**src/rtl/rpsc_pkg.sv**
```systemverilog
// Shared types and stage indices for the RPSC tube-supply power sequencer.
package rpsc_pkg;

  typedef enum logic [2:0] {
    ST_IDLE     = 3'd0,
    ST_UP_CMD   = 3'd1,
    ST_UP_DWELL = 3'd2,
    ST_RUN      = 3'd3,
    ST_DOWN     = 3'd4,
    ST_FAULT    = 3'd5
  } seq_state_t;

  typedef enum logic [2:0] {
    FC_NONE          = 3'd0,
    FC_PERM_LOST     = 3'd1,
    FC_FB_TIMEOUT    = 3'd2,
    FC_FB_DROP       = 3'd3,
    FC_START_NO_PERM = 3'd4
  } fault_code_t;

  localparam logic [1:0] STG_FAN   = 2'd0;
  localparam logic [1:0] STG_CA    = 2'd1;
  localparam logic [1:0] STG_G1    = 2'd2;
  localparam logic [1:0] STG_ANODE = 2'd3;

endpackage

```
**src/rtl/rpsc_hv_sequencer_if.sv**
```systemverilog
// Control/status bundle between the supervisory logic (master) and the sequencer (slave).
interface rpsc_hv_sequencer_if;
  logic       start_req;
  logic       stop_req;
  logic       fault_clr;
  logic [3:0] perm;
  logic [3:0] fb;
  logic [3:0] on_cmd;
  logic       running;
  logic       busy;
  logic       fault;
  logic [2:0] fault_code;
  logic [1:0] stage;

  modport master (
    output start_req, stop_req, fault_clr, perm, fb,
    input  on_cmd, running, busy, fault, fault_code, stage
  );

  modport slave (
    input  start_req, stop_req, fault_clr, perm, fb,
    output on_cmd, running, busy, fault, fault_code, stage
  );
endinterface

```
**src/rtl/rpsc_stage_timer.sv**
```systemverilog
// Loadable down-counter shared by the dwell, timeout, gap and cooldown waits.
// Expired is flagged while the count reads zero, so a load of N waits N+1 cycles.
module rpsc_stage_timer #(
  parameter int CNT_W = 20
) (
  input  logic             clk,
  input  logic             reset,
  input  logic             i_load,
  input  logic [CNT_W-1:0] i_load_val,
  output logic             o_expired
);

  logic [CNT_W-1:0] r_cnt;

  always_ff @(posedge clk or posedge reset) begin
    if (reset) begin
      r_cnt <= '0;
    end else if (i_load) begin
      r_cnt <= i_load_val;
    end else if (r_cnt != '0) begin
      r_cnt <= r_cnt - {{(CNT_W-1){1'b0}}, 1'b1};
    end
  end

  assign o_expired = (r_cnt == '0);

endmodule

```
**src/rtl/rpsc_hv_sequencer.sv**
```systemverilog
// FAN -> CA -> G1 -> Anode power sequencer with reverse ramp-down and latched fault handling.
// Optional fan run-on after CA off: define RPSC_FAN_COOLDOWN_EN.
//
// state    | meaning
// IDLE     | all stages off, waiting for start_req
// UP_CMD   | on_cmd[stage] asserted, waiting for fb[stage] or timeout
// UP_DWELL | feedback confirmed, settling before the next stage
// RUN      | all four stages energised and monitored
// DOWN     | dropping stages in reverse order with a gap between each
// FAULT    | HV stages dropped, fault code latched until fault_clr
module rpsc_hv_sequencer
  import rpsc_pkg::*;
#(
  parameter int unsigned DWELL_CYCLES      = 1000,
  parameter int unsigned FB_TIMEOUT_CYCLES = 50000,
  parameter int unsigned DOWN_GAP_CYCLES   = 500,
  parameter int unsigned COOLDOWN_CYCLES   = 100000,
  parameter int          CNT_W             = 20
) (
  input logic               clk,
  input logic               reset,
  rpsc_hv_sequencer_if.slave sif
);

  localparam longint unsigned CNT_LIMIT = 64'd1 << CNT_W;

  if (DWELL_CYCLES >= CNT_LIMIT || FB_TIMEOUT_CYCLES >= CNT_LIMIT ||
      DOWN_GAP_CYCLES >= CNT_LIMIT || COOLDOWN_CYCLES >= CNT_LIMIT) begin : g_cnt_w_check
    $error("CNT_W too narrow for the configured cycle counts");
  end

  seq_state_t  r_state,  w_state_nx;
  logic [3:0]  r_on_cmd, w_on_nx;
  logic [1:0]  r_stage,  w_stage_nx;
  logic        r_fault,  w_fault_nx;
  fault_code_t r_fault_code, w_code_nx;
  logic        r_running, w_running_nx;
  logic        r_busy,    w_busy_nx;

  logic             w_tmr_load;
  logic [CNT_W-1:0] w_tmr_val;
  logic             w_tmr_expired;

  logic        w_go_fault;
  fault_code_t w_cause;
  logic        w_enter_down;
  logic [1:0]  w_dn_stage;
  logic        w_perm_lost;
  logic        w_fb_drop;

  rpsc_stage_timer #(.CNT_W(CNT_W)) u_timer (
    .clk        (clk),
    .reset      (reset),
    .i_load     (w_tmr_load),
    .i_load_val (w_tmr_val),
    .o_expired  (w_tmr_expired)
  );

  assign w_perm_lost = |(r_on_cmd & ~sif.perm);
  assign w_fb_drop   = |(r_on_cmd & ~sif.fb);

  always_comb begin
    w_state_nx   = r_state;
    w_on_nx      = r_on_cmd;
    w_stage_nx   = r_stage;
    w_fault_nx   = r_fault;
    w_code_nx    = r_fault_code;
    w_tmr_load   = 1'b0;
    w_tmr_val    = '0;
    w_go_fault   = 1'b0;
    w_cause      = FC_NONE;
    w_enter_down = 1'b0;
    w_dn_stage   = r_stage;

    case (r_state)
      ST_IDLE: begin
        if (sif.start_req && !sif.stop_req) begin
          if (&sif.perm) begin
            w_state_nx       = ST_UP_CMD;
            w_stage_nx       = STG_FAN;
            w_on_nx[STG_FAN] = 1'b1;
            w_tmr_load       = 1'b1;
            w_tmr_val        = CNT_W'(FB_TIMEOUT_CYCLES);
          end else begin
            w_go_fault = 1'b1;
            w_cause    = FC_START_NO_PERM;
          end
        end
      end
      ST_UP_CMD: begin
        if (sif.stop_req) begin
          w_enter_down = 1'b1;
        end else if (sif.fb[r_stage]) begin
          w_state_nx = ST_UP_DWELL;
          w_tmr_load = 1'b1;
          w_tmr_val  = CNT_W'(DWELL_CYCLES);
        end else if (w_tmr_expired) begin
          w_go_fault = 1'b1;
          w_cause    = FC_FB_TIMEOUT;
        end
      end
      ST_UP_DWELL: begin
        if (sif.stop_req) begin
          w_enter_down = 1'b1;
        end else if (w_tmr_expired) begin
          if (r_stage == STG_ANODE) begin
            w_state_nx = ST_RUN;
          end else begin
            w_state_nx                 = ST_UP_CMD;
            w_stage_nx                 = 2'(r_stage + 2'd1);
            w_on_nx[2'(r_stage + 2'd1)] = 1'b1;
            w_tmr_load                 = 1'b1;
            w_tmr_val                  = CNT_W'(FB_TIMEOUT_CYCLES);
          end
        end
      end
      ST_RUN: begin
        if (w_fb_drop) begin
          w_go_fault = 1'b1;
          w_cause    = FC_FB_DROP;
        end else if (sif.stop_req) begin
          w_enter_down = 1'b1;
          w_dn_stage   = STG_ANODE;
        end
      end
      ST_DOWN: begin
        if (w_tmr_expired) begin
          if (r_stage == STG_FAN) begin
            w_state_nx = ST_IDLE;
          end else begin
            w_enter_down = 1'b1;
            w_dn_stage   = 2'(r_stage - 2'd1);
          end
        end
      end
      ST_FAULT: begin
`ifdef RPSC_FAN_COOLDOWN_EN
        if (r_on_cmd[STG_FAN] && (!sif.perm[STG_FAN] || w_tmr_expired)) begin
          w_on_nx[STG_FAN] = 1'b0;
        end
`endif
        if (sif.fault_clr && (sif.fb == 4'h0) && (r_on_cmd == 4'h0)) begin
          w_state_nx = ST_IDLE;
          w_fault_nx = 1'b0;
          w_code_nx  = FC_NONE;
          w_stage_nx = STG_FAN;
        end
      end
      default: w_state_nx = ST_IDLE;
    endcase

    if (w_enter_down) begin
      w_state_nx          = ST_DOWN;
      w_stage_nx          = w_dn_stage;
      w_on_nx[w_dn_stage] = 1'b0;
      w_tmr_load          = 1'b1;
      w_tmr_val           = CNT_W'(DOWN_GAP_CYCLES);
`ifdef RPSC_FAN_COOLDOWN_EN
      // The gap after CA drops doubles as the fan run-on
      if (w_dn_stage == STG_CA) w_tmr_val = CNT_W'(COOLDOWN_CYCLES);
`endif
    end

    if ((r_state != ST_IDLE) && (r_state != ST_FAULT) && w_perm_lost) begin
      w_go_fault = 1'b1;
      w_cause    = FC_PERM_LOST;
    end

    if (w_go_fault) begin
      w_state_nx         = ST_FAULT;
      w_stage_nx         = r_stage;
      w_fault_nx         = 1'b1;
      if (r_fault_code == FC_NONE) w_code_nx = w_cause;
      w_on_nx[STG_CA]    = 1'b0;
      w_on_nx[STG_G1]    = 1'b0;
      w_on_nx[STG_ANODE] = 1'b0;
`ifdef RPSC_FAN_COOLDOWN_EN
      w_on_nx[STG_FAN]   = r_on_cmd[STG_FAN] & sif.perm[STG_FAN];
      w_tmr_load         = 1'b1;
      w_tmr_val          = CNT_W'(COOLDOWN_CYCLES);
`else
      w_on_nx[STG_FAN]   = 1'b0;
`endif
    end

    w_running_nx = (w_state_nx == ST_RUN);
    w_busy_nx    = (w_state_nx == ST_UP_CMD) || (w_state_nx == ST_UP_DWELL) ||
                   (w_state_nx == ST_DOWN);
`ifdef RPSC_FAN_COOLDOWN_EN
    if ((w_state_nx == ST_FAULT) && w_on_nx[STG_FAN]) w_busy_nx = 1'b1;
`endif
  end

  always_ff @(posedge clk or posedge reset) begin
    if (reset) begin
      r_state      <= ST_IDLE;
      r_on_cmd     <= 4'h0;
      r_stage      <= STG_FAN;
      r_fault      <= 1'b0;
      r_fault_code <= FC_NONE;
      r_running    <= 1'b0;
      r_busy       <= 1'b0;
    end else begin
      r_state      <= w_state_nx;
      r_on_cmd     <= w_on_nx;
      r_stage      <= w_stage_nx;
      r_fault      <= w_fault_nx;
      r_fault_code <= w_code_nx;
      r_running    <= w_running_nx;
      r_busy       <= w_busy_nx;
    end
  end

  assign sif.on_cmd     = r_on_cmd;
  assign sif.running    = r_running;
  assign sif.busy       = r_busy;
  assign sif.fault      = r_fault;
  assign sif.fault_code = r_fault_code;
  assign sif.stage      = r_stage;

endmodule

```
**src/flat_wrapper.sv**
```systemverilog
// flat-port wrapper written by rule: the top's interface ports become plain ports
module rpsc_hv_sequencer_flat import rpsc_pkg::*;
#(
  parameter int unsigned DWELL_CYCLES      = 1000,
  parameter int unsigned FB_TIMEOUT_CYCLES = 50000,
  parameter int unsigned DOWN_GAP_CYCLES   = 500,
  parameter int unsigned COOLDOWN_CYCLES   = 100000,
  parameter int          CNT_W             = 20
)
  (clk, reset, sif_start_req, sif_stop_req, sif_fault_clr, sif_perm, sif_fb, sif_on_cmd, sif_running, sif_busy, sif_fault, sif_fault_code, sif_stage);
  rpsc_hv_sequencer_if sif_i ();
  input logic clk;
  input logic reset;
  input wire logic [$bits(sif_i.start_req)-1:0] sif_start_req;
  input wire logic [$bits(sif_i.stop_req)-1:0] sif_stop_req;
  input wire logic [$bits(sif_i.fault_clr)-1:0] sif_fault_clr;
  input wire logic [$bits(sif_i.perm)-1:0] sif_perm;
  input wire logic [$bits(sif_i.fb)-1:0] sif_fb;
  output wire logic [$bits(sif_i.on_cmd)-1:0] sif_on_cmd;
  output wire logic [$bits(sif_i.running)-1:0] sif_running;
  output wire logic [$bits(sif_i.busy)-1:0] sif_busy;
  output wire logic [$bits(sif_i.fault)-1:0] sif_fault;
  output wire logic [$bits(sif_i.fault_code)-1:0] sif_fault_code;
  output wire logic [$bits(sif_i.stage)-1:0] sif_stage;
  assign sif_i.start_req = sif_start_req;
  assign sif_i.stop_req = sif_stop_req;
  assign sif_i.fault_clr = sif_fault_clr;
  assign sif_i.perm = sif_perm;
  assign sif_i.fb = sif_fb;
  assign sif_on_cmd = sif_i.on_cmd;
  assign sif_running = sif_i.running;
  assign sif_busy = sif_i.busy;
  assign sif_fault = sif_i.fault;
  assign sif_fault_code = sif_i.fault_code;
  assign sif_stage = sif_i.stage;
  rpsc_hv_sequencer #(.DWELL_CYCLES(DWELL_CYCLES), .FB_TIMEOUT_CYCLES(FB_TIMEOUT_CYCLES), .DOWN_GAP_CYCLES(DOWN_GAP_CYCLES), .COOLDOWN_CYCLES(COOLDOWN_CYCLES), .CNT_W(CNT_W)) u_core (.clk(clk), .reset(reset), .sif(sif_i));
endmodule
```
**config.mk**
```make
export PLATFORM = sky130hd
export DESIGN_NAME = rpsc_hv_sequencer_flat
export DESIGN_NICKNAME = d
export VERILOG_FILES = /design/src/rtl/rpsc_pkg.sv /design/src/rtl/rpsc_hv_sequencer_if.sv /design/src/rtl/rpsc_stage_timer.sv /design/src/rtl/rpsc_hv_sequencer.sv /design/src/flat_wrapper.sv
export SDC_FILE = /design/constraint.sdc
export NUM_CORES = 1
export LEC_CHECK = 0
export BUFFER_PORTS_ARGS = -buffer_cell sky130_fd_sc_hd__buf_2
export CAP_MARGIN = 20
export CELL_PAD_IN_SITES_DETAIL_PLACEMENT = 1
export CELL_PAD_IN_SITES_GLOBAL_PLACEMENT = 1
export CORE_ASPECT_RATIO = 2
export CORE_MARGIN = 5
export CORE_UTILIZATION = 40
export DETAILED_ROUTE_END_ITERATION = 10
export PLACE_DENSITY_LB_ADDON = 0.1
export SYNTH_ARGS = -nofsm -noshare
export SYNTH_HDL_FRONTEND = slang
export SYNTH_SLANG_ARGS = --single-unit
```
**constraint.sdc**
```tcl
create_clock -name clk -period 4.02 [get_ports clk]
set_input_delay 0.402 -clock clk [delete_from_list [all_inputs] [get_ports clk]]
set_output_delay 0.402 -clock clk [all_outputs]
set_load 0.005 [all_outputs]
```
==> results.json, run 1 <==
{
  "antenna_left": 0,
  "p_int_mw": 0.979,
  "cts_setup_buffers": 0,
  "period_needed_ns": 3.06,
  "post-route-drc-count": 0,
  "synth-warning-count": 0,
  "wire_per_inst_um": 20.3,
  "layout_commonest_cell": "dfrtp_1",
  "core_um2": 5710,
  "avgSynthCellArea_um2": 9.30,
  "dr.pass1.iters": 4,
  "die_h_um": 118,
  "first_global_vias": 2223,
  "syn_inst": 252,
  "portBuffers": 24,
  "syn_nets": 271,
  "slew_headroom": 0.373,
  "synth.top_cells.by_area": "dfrtp_1, xnor2_1, nor2_1",
  "num_vias": 2056,
  "p_leak_nw": 1.13,
  "area_growth_pct": 12.0,
  "fmax_mhz": 327,
  "max-vdd-ir-drop_uv": 402,
  "power.share.sequential": 0.373,
  "maxSlewViolCount": 0,
  "ios": 25,
  "ys.flop_type": "dfrtp_1",
  "status": "completed",
  "final_hold_viol_count": 0,
  "critPathKind": "flop to flop",
  "die_w_um": 64.1,
  "dp_hpwl_mm": 5.57,
  "synth_largest_area_cell": "dfrtp_1",
  "die-area_um2": 7590,
  "track_usage": 0.190,
  "cts_root_buf": "clkbuf_16",
  "initial_core_util": 0.411,
  "start_kind": "flop",
  "critical_path.max_fanout": 10,
  "drive_gt1_frac": 0.194,
  "nNetsFinal": 296,
  "grt_max_degree": 36,
  "fillCellCount": 680,
  "grt-ovfl-total": 0,
  "finalSetupTns_ns": 0,
  "share_comb_of_total_power": 0.407,
  "ys_seq_area_frac": 0.374,
  "wl_met1_mm": 2.38,
  "grt_pass1_wl_mm": 11.4,
  "htreeDepth": 2,
  "highest_layer": "met4",
  "hp-class": "input port to asynchronous set/reset pin",
  "setup_viol": 0,
  "ys_ff_latch": 35,
  "rsz0062_at_grt": "false",
  "cts_buffers": 5,
  "hold_ws_ns": 0.216,
  "end_kind": "flop",
  "syn_area_um2": 2340,
  "cts_resized": 0,
  "cts_sinks": 35,
  "p_switching_mw": 0.679,
  "viasPerCell": 6.06,
  "gp_congestion": 0.804,
  "postCtsHoldBufs": 0,
  "first_iter_violations": 35,
  "grt_antenna_before_repair": 0,
  "clock_latency_ns": 0.28,
  "mostFrequentLayoutCells": "dfrtp_1, nor2_1, buf_2",
  "clkPwrFrac": 0.221,
  "crit_required_ns": 4.17,
  "tightest_slew_ns": 0.932,
  "clk_pin_slew_worst_paths_ns": 0.05,
  "p_sw_frac": 0.410,
  "drt_wl_total_mm": 6.88,
  "insertedDiodeCount": 0,
  "r2r_slack_ns": 0.96,
  "synth-edff-count": 0,
  "wl_met2_mm": 4.13,
  "synth_top_area_frac": 0.374,
  "total_power_mw": 1.66,
  "drv_cap": 0,
  "row_count": 39,
  "fin_crit_sh": 0.760,
  "dr_wl_met3_um": 198,
  "cts_tree": "built",
  "synth_cell_type_count": 61,
  "fin_skew_ns": 0.00437,
  "powerDensity_nw_per_um2": 632,
  "clockBufferDepth": 2,
  "synth_async_sr_flop_share": 1.00,
  "worst_ep_arrival_time_ns": 3.21
}
## power groups by stage
stage | Clock, mW | Combinational (mW) | Sequential (mW)
after detailed placement | 0 | 0.682 | 0.625
after floorplan | 0 | 0.568 | 0.550
final | 0.366 | 0.674 | 0.618
after CTS | 0.378 | 0.686 | 0.619
after global routing | 0.393 | 0.747 | 0.637
after global placement | 0 | 0.680 | 0.620
## synthesized netlist by cell type (4+ instances only)
| master | instances |
|---|---|
| a211oi_1 | 5 |
| a21oi_1 | 12 |
| a31oi_1 | 5 |
| dfrtp_1 | 35 |
| ha_1 | 6 |
| inv_1 | 9 |
| nand2_1 | 16 |
| nand2b_1 | 8 |
| nand3_1 | 6 |
| nand4_1 | 4 |
| nor2_1 | 25 |
| nor3_1 | 7 |
| nor4_1 | 11 |
| o21a_1 | 4 |
| o21ai_0 | 10 |
| xnor2_1 | 11 |
| xor2_1 | 6 |
## final cells by class
class                      instances  area (um^2)  share of cell area
tap                               61         76.3              0.0291
clock buffer                       7          133              0.0505
sequential                        35          876               0.333
clock inverter                     1         5.00             0.00191
timing repair buffer              25          128              0.0486
multi-input combinational        201         1380               0.524
inverter                           9         33.8              0.0129
## cells by family after synthesis
family          count (synthesis)  synth area share
simple gates                  112             0.284
compound gates                 63             0.194
flops                          35             0.374
xor+xnor                       17            0.0635
buf+inv                        16            0.0400
fa+ha+maj                       6            0.0320
mux                             3            0.0128
## critical path: stages, from the launching register on
cell and delay [ns]:
dfrtp_1 0.40, or4_2 0.72, nor4_1 0.66, nand2_1 0.34
o31a_1 0.49, nand3_2 0.24, a211oi_1 0.08
## sequential cells by signal, indices dropped and copies added, names as in the netlist
register / cells
u_core.u_timer.r_cnt: 20
u_core.sif.on_cmd: 4
u_core.r_state: 3
u_core.sif.fault_code: 3
u_core.sif.stage: 2
u_core.sif.busy: 1
u_core.sif.fault: 1
u_core.sif.running: 1
## metal layers
metal | up-vias | track usage
met3 | 14 | 0.0256
met2 | 42 | 0.381
met5 | - | 0
met1 | 1014 | 0.186
li1 | 986 | -
met4 | 0 | 0.0701
## stage by stage
step / area (um^2) / setup slack, ns / std cells / utilization
2_1_floorplan: 2340 / 1.37 / 252 / -
3_3_place_gp: 2490 / 1.03 / 331 / 0.436
3_5_place_dp: 2490 / 1.01 / 331 / 0.436
4_1_cts: 2630 / 0.995 / 339 / 0.460
5_1_grt: 2630 / 0.762 / 339 / 0.460
6_report: 2630 / 0.965 / 339 / 0.460
## path summary, 6_finish.rpt
| path | start | to | cells past startpoint |
|---|---|---|---|
| setup / recovery | u_core.u_timer.r_cnt[10] | u_core.u_timer.r_cnt[1] | 6 |
| hold / removal | reset | u_core.u_timer.r_cnt[2] | 3 |
| setup reg to reg | u_core.u_timer.r_cnt[10] | u_core.u_timer.r_cnt[1] | 6 |
| hold reg to reg | u_core.sif.fault | u_core.sif.fault | 1 |
| max in group asynchronous | reset | u_core.sif.on_cmd[1] | 3 |
| min in group clk | u_core.sif.fault | u_core.sif.fault | 1 |
Power figures use the tool's default switching activity.
==> run 2: changes to the inputs <==
Clock period 4.02 ns to 2.5 ns, I/O delays scaled along.
==> results.json, run 2 (synthesized netlist as in run 1, its figures left out) <==
{
  "antenna_left": 0,
  "worst_ep_arrival_time_ns": 2.68,
  "reg2reg_to": "u_core.sif.running",
  "crit_slowest_cell": "or4_4",
  "grt-ovfl-total": 0,
  "slew_headroom": 0.408,
  "wire_per_inst_um": 20.2,
  "max-vdd-ir-drop_uv": 768,
  "period_needed_ns": 2.54,
  "cts_sinks": 35,
  "r2r_start": "u_core.u_timer.r_cnt[11]",
  "first_iter_violations": 77,
  "ios": 25,
  "seqCellArea_um2": 876,
  "critical_path.max_fanout": 7,
  "postCtsHoldBufs": 0,
  "nNetsFinal": 338,
  "fillCellCount": 704,
  "layout_commonest_cell": "buf_4",
  "dp_slack_ns": 0.000489,
  "stdcell_area_um2": 3020,
  "critPathKind": "flop to flop",
  "viasPerCell": 5.90,
  "grt_max_degree": 23,
  "cts_tree": "built",
  "gp_congestion": 0.926,
  "grt_antenna_before_repair": 0,
  "start_kind": "flop",
  "dr.pass1.iters": 4,
  "multi_input_area_um2": 1400,
  "crit_chain": "or4_4 > or4_4 > or4_4 > nand3_4 > a2111oi_1 > nor2b_1",
  "clk_pin_slew_worst_paths_ns": 0.06,
  "first_global_vias": 2405,
  "final_hold_viol_count": 0,
  "die-area_um2": 7590,
  "insertedDiodeCount": 0,
  "tightest_slew_ns": 0.887,
  "fin_ws_ns": -0.0391,
  "slowest_delay_ns": 0.56,
  "path_common_cell": "or4_4",
  "finalSetupTns_ns": -0.0439,
  "dp_hpwl_mm": 6.17,
  "end_kind": "flop",
  "cts_root_buf": "clkbuf_16",
  "row_count": 39,
  "rsz0062_at_grt": "true",
  "initial_core_util": 0.411,
  "core_um2": 5710,
  "fin_crit_sh": 1.02,
  "track_usage": 0.209,
  "setup_viol": 2,
  "drv_cap": 0,
  "status": "finished with violations",
  "portBuffers": 24,
  "powerDensity_nw_per_um2": 1020,
  "maxSlewViolCount": 0,
  "layoutNonFillerInstCount": 381,
  "clock_latency_ns": 0.28,
  "largest_register_ffs": 20,
  "placed_area_um2": 2780,
  "dp_cells": 369,
  "r2r_slack_ns": -0.04,
  "htreeDepth": 2,
  "clockBufferDepth": 2,
  "grt_pass1_wl_mm": 12.3,
  "mostFrequentLayoutCells": "buf_4, dfrtp_1, nor2_1",
  "r2r_cells": 6,
  "crit_required_ns": 2.64,
  "die_h_um": 118,
  "top_register": "u_core.u_timer.r_cnt",
  "hp-class": "input port to asynchronous set/reset pin",
  "die_w_um": 64.1,
  "drive_gt1_frac": 0.319,
  "failed_checks": "setup timing",
  "cts_buffers": 5,
  "area_growth_pct": 28.8,
  "p_leak_nw": 1.36,
  "num_vias": 2249,
  "fmax_mhz": 394,
  "fin_skew_ns": 0.00411,
  "post-route-drc-count": 0,
  "drt_wl_total_mm": 7.71
}
## run 2: worst max-delay path by stage
stage                             startpoint                 endpoint  slack (ns)  depth (start not counted)
finish              u_core.u_timer.r_cnt[11]       u_core.sif.running       -0.04                          6
global route        u_core.u_timer.r_cnt[11]      u_core.sif.stage[1]        -0.1                          6
CTS                 u_core.u_timer.r_cnt[14]       u_core.sif.running       -0.01                          6
detailed placement  u_core.u_timer.r_cnt[11]      u_core.sif.stage[0]      0.0005                          6
global placement    u_core.u_timer.r_cnt[11]      u_core.sif.stage[1]        0.05                          6
floorplan           u_core.u_timer.r_cnt[14]  u_core.u_timer.r_cnt[1]        0.02                          7
## run 2: worst max-delay path: cells and delay by family, from the launching register on
family,cells,cell delay [ns]
simple gates,5,1.92
flops,1,0.39
compound gates,1,0.10
## run 2: area by class of cell
| cell class | count | area share |
|---|---|---|
| multi-input combinational | 201 | 0.464 |
| sequential | 35 | 0.290 |
| timing repair buffer | 67 | 0.152 |
| clock buffer | 6 | 0.0460 |
| tap | 61 | 0.0253 |
| clock inverter | 2 | 0.0116 |
| inverter | 9 | 0.0112 |
## run 2: metal layers
metal,share of wire,track usage
met1,0.34,0.196
met2,0.56,0.391
met3,0.036,0.0342
met4,0.065,0.141
met5,0,0
## run 2: power breakdown
| part | internal, mW | total, mW | switching (mW) |
|---|---|---|---|
| Sequential | 0.738 | 0.948 | 0.210 |
| Combinational | 0.655 | 1.40 | 0.743 |
| Clock | 0.495 | 0.735 | 0.240 |
| Total | 1.89 | 3.08 | 1.19 |
## run 2: repair_timing
item	CTS	global route
cloned	0	0
gates resized for setup	0	9
setup endpoints to repair	3	23
setup buffers	3	1
pin swaps	3	2
## run 2: stage by stage
| step | power [mW] | hold slack [ns] | util |
|---|---|---|---|
| final | 3.08 | 0.145 | 0.529 |
| after global placement | 2.27 | 0.457 | 0.486 |
| after global routing | 3.29 | 0.244 | 0.529 |
| after detailed placement | 2.30 | 0.474 | 0.486 |
| after floorplan | 1.80 | 0.404 | - |
| after CTS | 3.08 | 0.172 | 0.521 |
